<file path="config.mk">
export PLATFORM = sky130hd
export DESIGN_NAME = accum_bus_ctrl
export DESIGN_NICKNAME = d
export VERILOG_FILES = /design/src/rtl/accum_bus_pkg.sv /design/src/rtl/accum_bus_bank.sv /design/src/rtl/accum_bus_ctrl.sv
export SDC_FILE = /design/constraint.sdc
export NUM_CORES = 1
export LEC_CHECK = 0
export CAP_MARGIN = 10
export CORE_AREA = 4 4 54 56
export DETAILED_ROUTE_END_ITERATION = 12
export DIE_AREA = 0 0 58 60
export PLACE_DENSITY = 0.75
export SYNTH_ARGS = -nofsm -noshare
export SYNTH_HDL_FRONTEND = slang
export SYNTH_SLANG_ARGS = --single-unit
</file>
<file path="constraint.sdc">
create_clock -name CLK -period 1.56 [get_ports CLK]
set_input_delay 0.156 -clock CLK [delete_from_list [all_inputs] [get_ports CLK]]
set_output_delay 0.156 -clock CLK [all_outputs]
set_load 0.02 [all_outputs]
</file>
<file path="src/rtl/accum_bus_pkg.sv">
// Shared encodings for the accumulator bus controller: source-select codes and FSM states.
package accum_bus_pkg;

    localparam logic [1:0] SRC_DATA = 2'b00;
    localparam logic [1:0] SRC_ALU  = 2'b01;
    localparam logic [1:0] SRC_COPY = 2'b10;
    localparam logic [1:0] SRC_SWAP = 2'b11;

    typedef enum logic {
        IDLE  = 1'b0,
        SWAP2 = 1'b1
    } state_t;

endpackage

</file>
<file path="src/rtl/accum_bus_bank.sv">
// NUM_ACC x DATA_W accumulator array: one write port, two read ports, synchronous clear.
module accum_bus_bank #(
    parameter int DATA_W  = 4,
    parameter int NUM_ACC = 2,
    parameter int SEL_W   = (NUM_ACC > 1) ? $clog2(NUM_ACC) : 1
) (
    input  logic                             CLK,
    input  logic                             clr,
    input  logic                             we,
    input  logic [SEL_W-1:0]                 waddr,
    input  logic [DATA_W-1:0]                wdata,
    input  logic [SEL_W-1:0]                 raddr_a,
    input  logic [SEL_W-1:0]                 raddr_b,
    output logic [DATA_W-1:0]                rdata_a,
    output logic [DATA_W-1:0]                rdata_b,
    output logic [NUM_ACC-1:0][DATA_W-1:0]   acc
);

    genvar i;
    generate
        for (i = 0; i < NUM_ACC; i++) begin : g_acc
            always_ff @(posedge CLK) begin
                if (clr)
                    acc[i] <= '0;
                else if (we && waddr == SEL_W'(i))
                    acc[i] <= wdata;
            end
        end
    endgenerate

    // Out-of-range read indices return zero; callers reject such requests anyway.
    always_comb begin
        rdata_a = '0;
        rdata_b = '0;
        for (int k = 0; k < NUM_ACC; k++) begin
            if (raddr_a == SEL_W'(k)) rdata_a = acc[k];
            if (raddr_b == SEL_W'(k)) rdata_b = acc[k];
        end
    end

endmodule

</file>
<file path="src/rtl/accum_bus_ctrl.sv">
// Accumulator bank bus controller: load/copy/swap with busy/done handshake and sticky error.
// Optional ZERO_FLAGS output enabled by defining ACC_BUS_ZERO_FLAG_EN.
module accum_bus_ctrl
    import accum_bus_pkg::*;
#(
    parameter int DATA_W  = 4,
    parameter int NUM_ACC = 2,
    parameter int SEL_W   = (NUM_ACC > 1) ? $clog2(NUM_ACC) : 1
) (
    input  logic                      CLK,
    input  logic                      RST,
    input  logic                      LOAD_EN,
    input  logic [SEL_W-1:0]          LOAD_SEL,
    input  logic [1:0]                SRC_SEL,
    input  logic [SEL_W-1:0]          COPY_SEL,
    input  logic [DATA_W-1:0]         DATA,
    input  logic [DATA_W-1:0]         ALUOUT,
    input  logic                      ERR_CLR,
    output logic [NUM_ACC*DATA_W-1:0] ACC_FLAT,
    output logic [DATA_W-1:0]         BUS,
    output logic                      BUSY,
    output logic                      LOAD_DONE,
    output logic                      BUS_ERR
`ifdef ACC_BUS_ZERO_FLAG_EN
    ,
    output logic [NUM_ACC-1:0]        ZERO_FLAGS
`endif
);

    localparam logic [SEL_W:0] NUM_ACC_V = NUM_ACC[SEL_W:0];

    state_t                          state, state_nxt;
    logic [DATA_W-1:0]               tmp;
    logic [SEL_W-1:0]                copy_lat;
    logic [NUM_ACC-1:0][DATA_W-1:0]  acc;
    logic [DATA_W-1:0]               rd_a, rd_b;
    logic                            we, bus_we, done_nxt, err_set, swap_start;
    logic [SEL_W-1:0]                waddr;
    logic [DATA_W-1:0]               wdata;
    logic                            req_ok;

    // Copy/swap also need a legal source index.
    assign req_ok = ({1'b0, LOAD_SEL} < NUM_ACC_V) &&
                    (!SRC_SEL[1] || ({1'b0, COPY_SEL} < NUM_ACC_V));

    accum_bus_bank #(.DATA_W(DATA_W), .NUM_ACC(NUM_ACC), .SEL_W(SEL_W)) u_bank (
        .CLK     (CLK),
        .clr     (RST),
        .we      (we),
        .waddr   (waddr),
        .wdata   (wdata),
        .raddr_a (LOAD_SEL),
        .raddr_b (COPY_SEL),
        .rdata_a (rd_a),
        .rdata_b (rd_b),
        .acc     (acc)
    );

    always_comb begin
        state_nxt  = state;
        we         = 1'b0;
        bus_we     = 1'b0;
        waddr      = LOAD_SEL;
        wdata      = DATA;
        done_nxt   = 1'b0;
        err_set    = 1'b0;
        swap_start = 1'b0;
        case (state)
            IDLE: begin
                if (LOAD_EN) begin
                    if (!req_ok) begin
                        err_set = 1'b1;
                    end else begin
                        we = 1'b1;
                        case (SRC_SEL)
                            SRC_DATA: wdata = DATA;
                            SRC_ALU:  wdata = ALUOUT;
                            default:  wdata = rd_b;
                        endcase
                        if (SRC_SEL == SRC_SWAP) begin
                            swap_start = 1'b1;
                            state_nxt  = SWAP2;
                        end else begin
                            bus_we   = 1'b1;
                            done_nxt = 1'b1;
                        end
                    end
                end
            end
            SWAP2: begin
                we        = 1'b1;
                waddr     = copy_lat;
                wdata     = tmp;
                bus_we    = 1'b1;
                done_nxt  = 1'b1;
                state_nxt = IDLE;
                err_set   = LOAD_EN;
            end
            default: state_nxt = IDLE;
        endcase
    end

    always_ff @(posedge CLK) begin
        if (RST) begin
            state     <= IDLE;
            tmp       <= '0;
            copy_lat  <= '0;
            BUS       <= '0;
            LOAD_DONE <= 1'b0;
            BUS_ERR   <= 1'b0;
        end else begin
            state     <= state_nxt;
            LOAD_DONE <= done_nxt;
            if (swap_start) begin
                tmp      <= rd_a;
                copy_lat <= COPY_SEL;
            end
            if (bus_we)
                BUS <= wdata;
            // A new error outranks a same-edge clear.
            if (err_set)
                BUS_ERR <= 1'b1;
            else if (ERR_CLR)
                BUS_ERR <= 1'b0;
        end
    end

    assign BUSY     = (state == SWAP2);
    assign ACC_FLAT = acc;

`ifdef ACC_BUS_ZERO_FLAG_EN
    genvar z;
    generate
        for (z = 0; z < NUM_ACC; z++) begin : g_zf
            assign ZERO_FLAGS[z] = (acc[z] == '0);
        end
    endgenerate
`endif

endmodule

</file>
Yosys cells after proc, flatten, opt, wreduce, memory -nomap -nowiden
Cells that the tools add are included.
Widths: inputs -> output; s select.
- input bits: 16
- output and inout bits: 15
- bits in registers: 20
- logic and storage cells: 34
- equality and inequality tests: 2
- muxes and demuxes: 18
- reductions and logical operators: 4
- bitwise logic cells: 2
- operator list (kind ; count):
    $pmux 4 s2 ; 2
    $mux 4 ; 3
    $mux 1 ; 9
    $pmux 1 s2 ; 4
    $eq 2x1->1 const B ; 1
    $eq 2x2->1 const B ; 1
    $logic_and 1x1->1 ; 2
    $logic_not 2->1 ; 1
    $not 1->1 ; 2
    $reduce_bool 2->1 ; 1

Logic depth before layout (Yosys ltp)
Gate-level depths: netlist of run 1.
- word-level depth: 4
- gate-level depth with buffers: 5
- mapped depth without buffers: 3

Cells and area by module
Synthesis of run 1 repeated with hierarchy kept, for this count alone.
- cell total of the unflattened synthesis: 113
- area total of the unflattened synthesis: 1102.3 um2
- modules (own cells, without submodules) (module ; sequential area each (um2) ; cells each ; area an instance (um2) ; instances):
    accum_bus_ctrl ; 240.2 ; 73 ; 660.6 ; 1
    accum_bus_bank ; 160.2 ; 40 ; 441.7 ; 1

Least setup slack after synthesis of run 1
Ideal clock, no wire load.
- kind: register -> register
- start point: register state (netlist: BUSY)
- end point: register u_bank.acc[4] (netlist name)
- setup slack: 256 ps
- period minus slack after synthesis: 1304 ps
- cell stages (with the launch flop): 5
- path buffers: 1
- library setup time: 127 ps
- required time: 1433 ps
- data arrival time: 1178 ps
- cells stage by stage: dfxtp_1 and3b_1 buf_6 o311ai_1 a31oi_1
- cells in the longest elaborated chain, start to end: 3
- elaborated cells on any way between the ends: 5
- those cells by class: mux (3); bitwise (1); reduce/logical (1)
- RTL lines (element ; line ; source):
    from (decl) ; accum_bus_ctrl.sv:32 ; state_t state, state_nxt;
    from (signal assigned) ; accum_bus_ctrl.sv:112 ; state <= state_nxt;
    $not 1->1 ; - ;
    $pmux 1 s2 ; accum_bus_ctrl.sv:68 ; case (state)
    $logic_and 1x1->1 ; accum_bus_bank.sv:25 ; else if (we && waddr == SEL_W'(i))
    to (signal, indexed assignment) ; accum_bus_bank.sv:26 ; acc[i] <= wdata;
    to (decl) ; accum_bus_bank.sv:16 ; output logic [NUM_ACC-1:0][DATA_W-1:0] acc
Several ways; a longest one is shown, not always the timed one.
A chain may end at the register's enable or synchronous reset.

Worst setup path after layout of run 1
- start point: register u_bank.acc[4] (netlist name)
- end point: output port ACC_FLAT[4]
- RTL lines (element ; line ; source):
    to (decl) ; accum_bus_ctrl.sv:19 ; output logic [NUM_ACC*DATA_W-1:0] ACC_FLAT,
No word-level cell between the ends.

==> summary.md, run 1 <==
| Metric | Value |
|---|---|
| Leakage power | `0.5668 nW` |
| Area share of the largest cell type after synthesis | `37.21%` |
| Detailed Routing Iterations Pass 1 | `4` |
| Post-synthesis net count | `128` |
| Library cells used by synthesis | `26` |
| Clk_lat worst skew | `290 ps` |
| R2r setup slk | `170 ps` |
| Syn_area_per_cell | `9.607 µm²` |
| Core ar. | `2432 µm²` |
| Synth area leaders | `dfxtp_1 37%, mux2i_1 8.4%, a31oi_1 7.0%` |
| Largest net degree at the start of global routing | `14` |
| Routed wire length on met3 | `213 µm` |
| Peak Freq | `0.6754 GHz` |
| FF-to-FF End | `u_bank.acc[4]$_SDFFE_PP0P_` |
| DRC | `0` |
| Number of buffer and inverter stages on the critical path | `1` |
| Die W | `58 µm` |
| Crit-path slowest cell | `clkdlybuf4s50_1` |
| TritonCTS clock tree | `done` |
| Via Count | `1073` |
| Layout cells sized above 1 | `14.57%` |
| Post-layout nets | `168` |
| Worst EP arrival | `1320 ps` |
| Hold_buf cts | `0` |
| Num CTS Buffers | `3` |
| WHS | `461.9 ps` |
| Overall power | `0.001299 W` |
| RSZ-0062 raised after global routing | `false` |
| Crit path cell chain | `clkdlybuf4s50_1` |
| Critical Path Stages | `1` |
| Worst-path fanout max | `4` |
| Num ports | `31` |
| Die footprint | `3480 µm²` |
| Initial antenna violation count | `0` |
| Setup CP Type | `register to output port` |
| Top Metal Used | `met4` |
| Max_cap viols | `0` |
| Sequential fraction of the synthesis area | `37.21%` |
| Clock skew | `6.178 ps` |
| Crit path to | `ACC_FLAT[4]` |
| Remaining antenna violation count after routing | `0` |
| Routed len/inst | `17.31 µm` |
| Crit end category | `output port` |
| CTS Sinks | `20` |
| Die Y | `60 µm` |
| Final setup fails | `0` |
| Warnings, synthesis | `0` |
| Longest Clk Path Bufs | `2` |
| Largest delay contributor family on the critical path | `buffers and inverters` |
| FP Rows | `18` |
| Routed wire length | `3133 µm` |
| Crit path required time | `1400 ps` |
| Crit. Startpoint | `u_bank.acc[4]$_SDFFE_PP0P_` |
| Mapped Cells | `112` |
| GRT Resource Usage Total | `20.10%` |
| Worst-path clk slew | `120 ps` |
| Final hold violations | `0` |
| IO Port Bufs | `30` |
| Period utilization | `94.90%` |
| Root Buffer | `clkbuf_4` |
| Met2 routed WL | `1559 µm` |
| DR iter-0 viols | `38` |
| DR vias/cell | `5.928` |
| Grt total ovfl | `0` |
| Reg2reg start | `BUSY$_SDFF_PP0_` |
| H-Tree Depth | `1` |
| Synth Register Bits | `20` |
| Max-slew violations | `0` |
| Status | `complete, no violations` |
| Slowest stage delay, CP | `630 ps` |
| Worst hold path type | `input pin to register` |
| Post-Syn Area | `1076 µm²` |
| Worst-margin pin slew | `358.5 ps` |
| Slew headroom | `75.80%` |
| Crit start category | `register` |
| R2R depth | `3` |
| Ant diodes | `0` |
| Synth area leader | `dfxtp_1` |
| Power per cell area | `866.9 nW/µm²` |
| First-pass GRT wire length | `5216 µm` |
| Dpl hpwl | `2332 µm` |
| Routability cong. | `0.8456` |
| Vias in the first global route | `1122` |
| Synth-to-Final Area Change | `39.30%` |
| M1 WL | `1324 µm` |
| Minimum clock period | `1481 ps` |
| Core Util, Final | `61.63%` |
| Worst IR drop on VDD | `0.5584 mV` |
| Initial Util | `44.24%` |
area by class of cell:
class                   instances  area (µm²)
clock buffers                   3       22.52
clock inverters                 1       30.03
fillers                       222       933.4
inverters                       2       7.507
multi-input cells              80       589.3
flip-flops and latches         20       400.4
well taps                      30       37.54
repair buffers                 45       411.6
how the worst min path moves through the flow:
stage | to | startpoint | cells after the start
3_5_place_dp | BUS_ERR$_SDFFE_PP0P_ | BUS_ERR$_SDFFE_PP0P_ | 2
6_report | u_bank.acc[5]$_SDFFE_PP0P_ | DATA[1] | 3
3_3_place_gp | BUS_ERR$_SDFFE_PP0P_ | BUS_ERR$_SDFFE_PP0P_ | 2
5_1_grt | u_bank.acc[2]$_SDFFE_PP0P_ | DATA[2] | 3
4_1_cts | u_bank.acc[5]$_SDFFE_PP0P_ | DATA[1] | 3
2_1_floorplan | BUS_ERR$_SDFFE_PP0P_ | LOAD_EN | 2
flip-flops by register name, indices dropped and copies added (netlist names):
signal      flops
BUS             4
BUSY            1
BUS_ERR         1
LOAD_DONE       1
copy_lat        1
tmp             4
u_bank.acc      8
metrics by stage:
step                      setup slack, ps  instance area [µm²]  TNS [ps]  instances
after global placement              27.20                 1448         0        177
after detailed placement          -0.4995                 1448   -0.4995        177
after global routing                18.84                 1499         0        181
after CTS                           73.39                 1499         0        181
final                               79.49                 1499         0        181
after floorplan                     255.6                 1076         0        112
Yosys cell counts:
master    number
dfxtp_1       20
a31oi_1       12
mux2i_1        9
o311ai_1       8
nor2_1         7
a21oi_1        5
nand2_1        5
nand2b_1       5
a211o_1        4
buf_6          4
nand3b_1       4
o311ai_0       4
or3b_1         4
a211oi_1       3
buf_2          3
a211oi_2       2
and2_1         2
buf_4          2
inv_1          2
a21boi_1       1
and2b_1        1
and3b_1        1
and4b_1        1
clkbuf_1       1
nor3b_4        1
o21ai_1        1
cells by family after synthesis:
group           share of synthesized area (%)
simple gates                            18.49
flops                                   37.21
buf+inv                                 8.022
mux                                     8.372
compound gates                          27.91
power breakdown:
group          switching (W)  internal, W  total [W]
logic               0.000146     0.000157   0.000303
registers          0.0000304     0.000545   0.000575
clock network       0.000162     0.000259   0.000422
cell usage in the layout (no fill, tap or decap), types with 3 or more instances in the layout:
| cell | instances |
|---|---|
| a211o_1 | 4 |
| a211oi_1 | 3 |
| a21oi_1 | 5 |
| a31oi_1 | 12 |
| buf_4 | 15 |
| clkbuf_4 | 3 |
| clkdlybuf4s50_1 | 29 |
| dfxtp_1 | 20 |
| mux2i_1 | 9 |
| nand2_1 | 5 |
| nand2b_1 | 5 |
| nand3b_1 | 4 |
| nor2_1 | 7 |
| o311ai_0 | 4 |
| o311ai_1 | 8 |
| or3b_1 | 4 |
layer usage:
layer | track usage, % | vias up
li1 | - | 517
met3 | 4.536 | 4
met2 | 33.55 | 42
met5 | 0 | -
met1 | 25.36 | 510
met4 | 7.285 | 0
what timing repair did:
action	in CTS	in global routing
endpoints found under the hold margin	0	0
gates resized for setup	1	0
endpoints found under the setup margin	1	0
setup buffers	0	0
No activity file was read; power rests on OpenSTA's default activity.
==> run 2: changes to the inputs <==
--- a/config.mk
+++ b/config.mk
@@ -6,9 +6,9 @@
 export NUM_CORES = 1
 export LEC_CHECK = 0
 export CAP_MARGIN = 10
-export CORE_AREA = 4 4 54 56
+export CORE_AREA = 2 2 52 54
 export DETAILED_ROUTE_END_ITERATION = 12
-export DIE_AREA = 0 0 58 60
+export DIE_AREA = 0 0 54 56
 export PLACE_DENSITY = 0.75
 export SYNTH_ARGS = -nofsm -noshare
 export SYNTH_HDL_FRONTEND = slang
==> run 2 against run 1 <==
Effect of this change: utilization fell by 0.98 points; global-route usage increased by 1.4 points; die area down 13%; highest routed layer unchanged; register-to-register slack improved by 20 ps; critical path type unchanged; critical path depth unchanged; worst hold slack about the same; sequential share of layout area is 0.43 points higher; via count is 0.19% lower; combinational power down 2%; clock skew is 7.8 ps higher; fmax decreased by 0.58%.
==> summary.md, run 2 (synthesis gave the netlist of run 1 again) <==
| Metric | Value |
|---|---|
| Status | `complete, no violations` |
| Longest Clk Path Bufs | `2 (unchanged)` |
| Number of buffer and inverter stages on the critical path | `1 (unchanged)` |
| Max-slew violations | `0 (unchanged)` |
| Num ports | `31 (unchanged)` |
| Commonest cells after routing, fill and taps aside | `26 x clkdlybuf4s50_1, 20 x dfxtp_1, 13 x buf_4` |
| DP Area | `1433 µm² (-1.0%)` |
| Remaining antenna violation count after routing | `0 (unchanged)` |
| Worst-path clk slew | `130 ps (about the same)` |
| Finished Cell Area | `1475 µm² (-1.6%)` |
| Hold_buf cts | `0 (unchanged)` |
| Max FFs per register | `8 (unchanged)` |
| Post-CTS Setup Bufs | `0 (unchanged)` |
| Overall power | `0.001187 W (-8.7%)` |
| Fillers | `230 (+3.6%)` |
| Initial Util | `44.24% (unchanged)` |
| Most common cell after layout, fill and taps aside | `clkdlybuf4s50_1` |
| Initial antenna violation count | `0 (unchanged)` |
| Core ar. | `2432 µm² (unchanged)` |
| Root Buffer | `clkbuf_4` |
| Die footprint | `3024 µm² (-13%)` |
| FP Rows | `18 (unchanged)` |
| TritonCTS clock tree | `done` |
| Worst IR drop on VDD | `0.6439 mV (+15%)` |
| Routed len/inst | `17.29 µm (-0.11%)` |
| GRT Resource Usage Total | `21.47% (+1.4 points)` |
| Post-layout nets | `166 (-1.2%)` |
| Final hold violations | `0 (unchanged)` |
| DR vias/cell | `5.983 (+0.93%)` |
| Crit-path slowest cell | `clkdlybuf4s50_1` |
| Power per cell area | `804.3 nW/µm² (-7.2%)` |
| Dpl hpwl | `2167 µm (-7.1%)` |
| Largest Register | `u_bank.acc` |
| Peak Freq | `0.6715 GHz (-0.58%)` |
| Crit path required time | `1400 ps (about the same)` |
| Worst-margin pin slew | `367.6 ps (+9.112 ps)` |
| Setup CP Type | `register to output port` |
| Slowest stage delay, CP | `630 ps (about the same)` |
| Crit start category | `register` |
| DRC | `0 (unchanged)` |
| Grt total ovfl | `0 (unchanged)` |
| Slew headroom | `75.18% (-0.62 points)` |
| Die W | `54 µm (-6.9%)` |
| RSZ-0062 raised after global routing | `false` |
| Minimum clock period | `1489 ps (+8.656 ps)` |
| Largest net degree at the start of global routing | `14 (unchanged)` |
| Layout cells sized above 1 | `13.42% (-1.1 points)` |
| Ant diodes | `0 (unchanged)` |
| Die Y | `56 µm (-6.7%)` |
| DR iter-0 viols | `29 (-24%)` |
| Largest registers | `u_bank.acc: 8 flops, BUS: 4 flops, tmp: 4 flops` |
| Crit path cell chain | `clkdlybuf4s50_1` |
| CTS Sinks | `20 (unchanged)` |
| H-Tree Depth | `1 (unchanged)` |
| Worst EP arrival | `1330 ps (about the same)` |
| IO Port Bufs | `30 (unchanged)` |
| Detailed Routing Iterations Pass 1 | `4 (unchanged)` |
| First-pass GRT wire length | `4781 µm (-8.3%)` |
| Via Count | `1071 (-0.19%)` |
| Num CTS Buffers | `3 (unchanged)` |
| Max_cap viols | `0 (unchanged)` |
| Worst-path fanout max | `4 (unchanged)` |
| Routed wire length | `3095 µm (-1.2%)` |
| Vias in the first global route | `962 (-14%)` |
| Clk_lat worst skew | `310 ps (+20 ps)` |
| Crit end category | `output port` |
| Synth-to-Final Area Change | `37.09%` |
| Routability cong. | `0.8490 (+0.40%)` |
| Largest delay contributor family on the critical path | `buffers and inverters` |
| Worst hold path type | `input pin to register` |
| Period utilization | `95.46% (+0.55 points)` |
| Leakage power | `0.5968 nW (+5.3%)` |
| Final setup fails | `0 (unchanged)` |
| Clock skew | `13.95 ps (+7.771 ps)` |
## run 2: changes by cell type in the layout (fill, tap and decap cells not counted)
cell and delta:
clkdlybuf4s50_1 -3, dlymetal6s2s_1 +3, bufinv_16 -1, clkbuf_8 +1, buf_4 -2
## run 2: routing by layer
layer  GRT usage (%)  part of all wire (%)
met1           32.67                    47
met3           4.570                   7.1
met5               0                     0
met4           6.071                  0.42
met2           29.97                    46
## run 2: final timing paths
path	from	endpoint	slack, ps	depth (start not counted)
setup / recovery	u_bank.acc[6]$_SDFFE_PP0P_	ACC_FLAT[6]	70	1
hold / removal	DATA[0]	u_bank.acc[0]$_SDFFE_PP0P_	460	3
setup reg to reg	BUSY$_SDFF_PP0_	u_bank.acc[4]$_SDFFE_PP0P_	190	3
hold reg to reg	BUS_ERR$_SDFFE_PP0P_	BUS_ERR$_SDFFE_PP0P_	500	2
## run 2: area by class of cell
class / instances / area [µm²] / area share, %
Multi-Input combinational cell: 80 / 589.3 / 39.95
Timing Repair Buffer: 43 / 404.1 / 27.40
Sequential cell: 20 / 400.4 / 27.14
Tap cell: 30 / 37.54 / 2.545
Clock buffer: 4 / 36.28 / 2.460
Inverter: 2 / 7.507 / 0.5089
## run 2: through the flow
step / utilization, % / setup TNS [ps] / worst slack (ps) / hold slack (ps) / cells
finish: 60.65 / 0 / 70.84 / 462.1 / 179
global placement: 58.90 / 0 / 34.99 / 456.4 / 175
global route: 60.65 / 0 / 4.207 / 451.8 / 179
floorplan: - / 0 / 255.6 / 296.5 / 112
detailed placement: 58.90 / -135.5 / -90.94 / 485.9 / 175
CTS: 60.34 / 0 / 56.76 / 470.0 / 179
## run 2: report_power, final
| part | switching, W | leakage (nW) | internal, W |
|---|---|---|---|
| registers | 0.0000296 | 0.164 | 0.000545 |
| logic | 0.000145 | 0.411 | 0.000153 |
| clock network | 0.000173 | 0.0210 | 0.000142 |
| total | 0.000347 | 0.597 | 0.000840 |
## run 2: what timing repair did
action                     4_1_cts  5_1_grt
setup endpoints to repair        1        3
gates resized for setup          1        3
pin swaps                        0        0
